`src/rtl/vga_timing_gen.sv`:
```
// Parametrised VGA raster timing generator: pixel strobe, x/y counters, decoded sync/active, line/frame pulses.
// Define VGA_FRAME_COUNT_EN to compile in the frame counter; otherwise frame_count is tied to 0.
`timescale 1ns/1ps
module vga_timing_gen #(
   parameter int H_ACTIVE  = 640,
   parameter int H_FP      = 16,
   parameter int H_SYNC    = 96,
   parameter int H_BP      = 48,
   parameter int V_ACTIVE  = 480,
   parameter int V_FP      = 10,
   parameter int V_SYNC    = 2,
   parameter int V_BP      = 33,
   parameter bit HSYNC_POL = 1'b0,
   parameter bit VSYNC_POL = 1'b0,
   parameter int CLK_DIV   = 2,
   parameter int XW        = 10,
   parameter int YW        = 10,
   parameter int FRAME_W   = 8
) (
   input  logic               clk,
   input  logic               rst_n,
   input  logic               ena,
   output logic               pix_en,
   output logic [XW-1:0]      pixel_x,
   output logic [YW-1:0]      pixel_y,
   output logic               vga_active,
   output logic               hsync,
   output logic               vsync,
   output logic               h_begin,
   output logic               v_begin,
   output logic [FRAME_W-1:0] frame_count
);

   localparam int H_TOTAL = H_ACTIVE + H_FP + H_SYNC + H_BP;
   localparam int V_TOTAL = V_ACTIVE + V_FP + V_SYNC + V_BP;
   localparam int DIV_W   = (CLK_DIV > 1) ? $clog2(CLK_DIV) : 1;
   localparam logic [DIV_W-1:0] DIV_LAST = DIV_W'(CLK_DIV - 1);

   logic [DIV_W-1:0] div_cnt;
   logic             div_last;
   logic             x_last;
   logic             y_last;
   logic             h_sync_on;
   logic             v_sync_on;

   assign div_last = (div_cnt == DIV_LAST);
   assign x_last   = (int'(pixel_x) == H_TOTAL - 1);
   assign y_last   = (int'(pixel_y) == V_TOTAL - 1);

   // Gating with rst_n keeps the strobe low in reset even when CLK_DIV=1 makes it follow ena.
   assign pix_en = rst_n & ena & div_last;

   always_ff @(posedge clk or negedge rst_n) begin
      if (!rst_n) begin
         div_cnt <= '0;
         pixel_x <= '0;
         pixel_y <= '0;
         h_begin <= 1'b0;
         v_begin <= 1'b0;
      end else begin
         // NOTE: non-blocking assignments so every register here samples its pre-edge neighbours.
         h_begin <= 1'b0;
         v_begin <= 1'b0;
         if (ena) begin
            div_cnt <= div_last ? '0 : div_cnt + DIV_W'(1);
            if (div_last) begin
               if (x_last) begin
                  pixel_x <= '0;
                  h_begin <= 1'b1;
                  if (y_last) begin
                     pixel_y <= '0;
                     v_begin <= 1'b1;
                  end else begin
                     pixel_y <= pixel_y + YW'(1);
                  end
               end else begin
                  pixel_x <= pixel_x + XW'(1);
               end
            end
         end
      end
   end

   // Decoded straight from the counter registers, so they describe the current pixel with no lag.
   assign h_sync_on  = (int'(pixel_x) >= H_ACTIVE + H_FP) && (int'(pixel_x) < H_ACTIVE + H_FP + H_SYNC);
   assign v_sync_on  = (int'(pixel_y) >= V_ACTIVE + V_FP) && (int'(pixel_y) < V_ACTIVE + V_FP + V_SYNC);
   assign hsync      = h_sync_on ? HSYNC_POL : ~HSYNC_POL;
   assign vsync      = v_sync_on ? VSYNC_POL : ~VSYNC_POL;
   assign vga_active = (int'(pixel_x) < H_ACTIVE) && (int'(pixel_y) < V_ACTIVE);

`ifdef VGA_FRAME_COUNT_EN
   logic [FRAME_W-1:0] frame_q;

   always_ff @(posedge clk or negedge rst_n) begin
      if (!rst_n) begin
         frame_q <= '0;
      end else if (ena && div_last && x_last && y_last) begin
         frame_q <= frame_q + FRAME_W'(1);
      end
   end

   assign frame_count = frame_q;
`else
   assign frame_count = '0;
`endif

endmodule

```
`config.mk`:
```
export PLATFORM = sky130hd
export DESIGN_NAME = vga_timing_gen
export DESIGN_NICKNAME = d
export VERILOG_FILES = /design/src/rtl/vga_timing_gen.sv
export SDC_FILE = /design/constraint.sdc
export NUM_CORES = 1
export LEC_CHECK = 0
export CAP_MARGIN = 20
export CORE_ASPECT_RATIO = 0.8
export CORE_MARGIN = 1
export CORE_UTILIZATION = 42
export DETAILED_ROUTE_END_ITERATION = 8
export PLACE_DENSITY_LB_ADDON = 0.1
export SETUP_SLACK_MARGIN = 0.4
export SLEW_MARGIN = 20
export SYNTH_ARGS = -nofsm -noshare
export SYNTH_HDL_FRONTEND = slang
export SYNTH_SLANG_ARGS = --single-unit
export TNS_END_PERCENT = 20
```
`constraint.sdc`:
```
create_clock -name clk -period 1.5 [get_ports clk]
set_clock_uncertainty 0.15 [all_clocks]
set_input_delay 0.45 -clock clk [delete_from_list [all_inputs] [get_ports clk]]
set_output_delay 0.45 -clock clk [all_outputs]
set_load 0.01 [all_outputs]
```
==> metrics.cfg <==
[cells_and_area]
drive_above_1_share_pct=53.3
diodes=0
final-seq-area_um2=583
area_delta_synth_final_pct=68.6
final_core_util_pct=76.5
instances_no_fill=248
multi_input_area_um2=752
fillers=199
nets=219
design_area_um2=2160

[hold_path]
min_path_type=in2async

[logic_synthesis]
synthMostInstantiatedCell=dfrtp_1
syn_area_um2=1280
ys_ff_latch=23
ys_seq_area_share_pct=44.8
synthArstFlopShare_pct=100
ys.flop_type=dfrtp_1
ys_warn_count=0
synthTopCellsByArea=dfrtp_1, ha_1, buf_4, xor2_1, o21ai_0
syn_area_per_cell_um2=9.87
synth.top_cells.by_count=dfrtp_1, nand2_1, o21ai_0
yosysTopAreaCell=dfrtp_1
syn_inst=130
netlist.area_leader.share_pct=44.8
synth-edff-count=0
synth_cell_types=39

[floorplanning]
initial_core_util_pct=45.4
die_y_um=51.5
num_rows=17
dieArea_um2=3280
io_pins=37
die_x_um=63.8
core_um2=2830

[clock_network]
htree_levels=1
holdBufCountCts=0
clock-sinks=23
cts_buffers=3
root_buffer=clkbuf_8
clock_latency_ns=0.27
clk_path_buf_depth=2
cts_tree=yes
clk_pin_slew_ns=0.08

[worst_setup_path]
critPathBufInv=1
worst_ep_required_time_ns=0.90
r2r-start=pixel_x[6]
slowest_stage=dfrtp_2
crit_path_end_kind=output port
startpoint_type=register
critPathTopFamily=simple AND/OR/NAND/NOR gates
cpPeakStageDelay_ns=0.43
arrival_ns=1.40
r2r_end=pixel_y[6]
critical_path_class=reg2out
crit_chain=and3_4, or4_4, buf_6
cp_max_fo=3
r2r_slack_ns=-0.43
ff2ff_path_depth=8

[global_route]
met1_usage_pct=30.3
track_usage_pct=22.6
use_met3_pct=4.24
grtUsageMet2_pct=38.3
grt_overflow_total=0
grt_pass1_wl_mm=5.55
grt_max_degree=24
grt_pass1_vias=1205
antenna_found_initial=0
top_usage_layer=met2

[place]
port_buffers=28
dpl.hpwl_mm=2.30
gp_congestion=0.803
placed_area_um2=1870
dpl.cell_count=229

[drt]
drt.antenna.violating_nets=0
via_per_inst=5.20
firstDrtPassIters=4
drt_iter0_markers=34
via_count=1290
wl_per_cell_um=14.7
drc=0
drt-total-wl_mm=3.64

[timing]
period_needed_ns=2.00
setup_violations=41
slew_violations=0
hold_violations=0
fmaxAchievable_mhz=500
rsz0062_at_grt=yes
post-route-period-util_pct=133
fin_ws_ns=-0.499
max_slew_margin_pct=65.6
tightest_slew_ns=0.512

[flow_run]
maxCapViolCount=0

[power_and_ir_drop]
power_per_cell_area_nw_per_um2=771
peakVddDrop_mv=0.624
p_leak_uw=0.00107

[status]
status=complete, but fails checks
violations=negative setup slack

-- how the worst max path moves through the flow --
stage / end / cells past startpoint / slack [ns] / start
after floorplan: pixel_y[4] / 5 / -0.19 / pixel_x[5]
after global placement: pix_en / 3 / -0.71 / rst_n
after detailed placement: pix_en / 3 / -0.71 / rst_n
after CTS: hsync / 3 / -0.51 / pixel_x[5]
after global routing: hsync / 3 / -0.54 / pixel_x[4]
final: hsync / 3 / -0.50 / pixel_x[5]
-- cell usage in the layout (no fill, tap or decap), drive strengths merged, types with 2 or more instances in the layout --
| cell | Yosys | layout |
|---|---|---|
| buf | 9 | 75 |
| dfrtp | 23 | 23 |
| nand2 | 12 | 12 |
| o21ai | 10 | 10 |
| nor2 | 9 | 9 |
| conb | 1 | 8 |
| nand4 | 6 | 7 |
| and3 | 7 | 7 |
| xor2 | 6 | 6 |
| inv | 5 | 6 |
| ha | 5 | 5 |
| nor3 | 4 | 4 |
| nand3 | 4 | 4 |
| and2 | 4 | 4 |
| xnor2 | 3 | 3 |
| a22o | 3 | 3 |
| clkbuf | 0 | 3 |
| o31ai | 2 | 2 |
| clkdlybuf4s15 | 0 | 2 |
-- through the flow --
stage	hold slack (ns)	power, µW	setup slack [ns]	setup TNS [ns]
floorplan	0.00441	988	-0.186	-1.21
global placement	0.341	1260	-0.707	-15.45
detailed placement	0.360	1300	-0.708	-16.28
CTS	0.122	1680	-0.508	-5.99
global route	0.155	1760	-0.544	-10.53
finish	0.112	1670	-0.499	-8.54
-- sequential cells by signal, summed over array words and instances (netlist names) --
name,flops
v_begin,1
pixel_x,10
pixel_y,10
h_begin,1
div_cnt,1
-- routing by layer --
layer / vias to the layer above / share of wire, %
met5: - / 0
met4: 0 / 0.47
met3: 4 / 5.0
met2: 50 / 49
met1: 621 / 46
li1: 615 / -
-- cell families after synthesis --
| kind of cell | after synthesis | share of synthesized area [%] |
|---|---|---|
| adders and majority gates | 5 | 4.87 |
| other | 1 | 0.292 |
| xor gates and xnor gates | 9 | 6.14 |
| DFF | 23 | 44.8 |
| AOI/OAI and AO/OA | 23 | 11.9 |
| and+or+nand+nor | 54 | 24.7 |
| buffers and inverters | 15 | 7.31 |
-- final cells by class --
class / count / area share (%)
Clock buffer: 3 / 1.91
Clock inverter: 1 / 0.231
Inverter: 6 / 1.16
Multi-Input combinational cell: 100 / 34.7
Sequential cell: 23 / 26.9
Tap cell: 38 / 2.20
Timing Repair Buffer: 77 / 32.8
-- power breakdown --
part	internal, µW	switching (µW)	total, µW
Clock	185	199	384
Combinational	268	246	514
Sequential	699	71.8	771
Total	1150	517	1670
-- what timing repair did --
| item | 4_1_cts | 5_1_grt |
|---|---|---|
| cloned | 1 | 0 |
| resized for setup | 150 | 27 |
| setup buffers | 7 | 7 |
| endpoints found under the setup margin | 49 | 48 |
| pin swaps | 13 | 10 |
(Power assumes the default switching activity.)
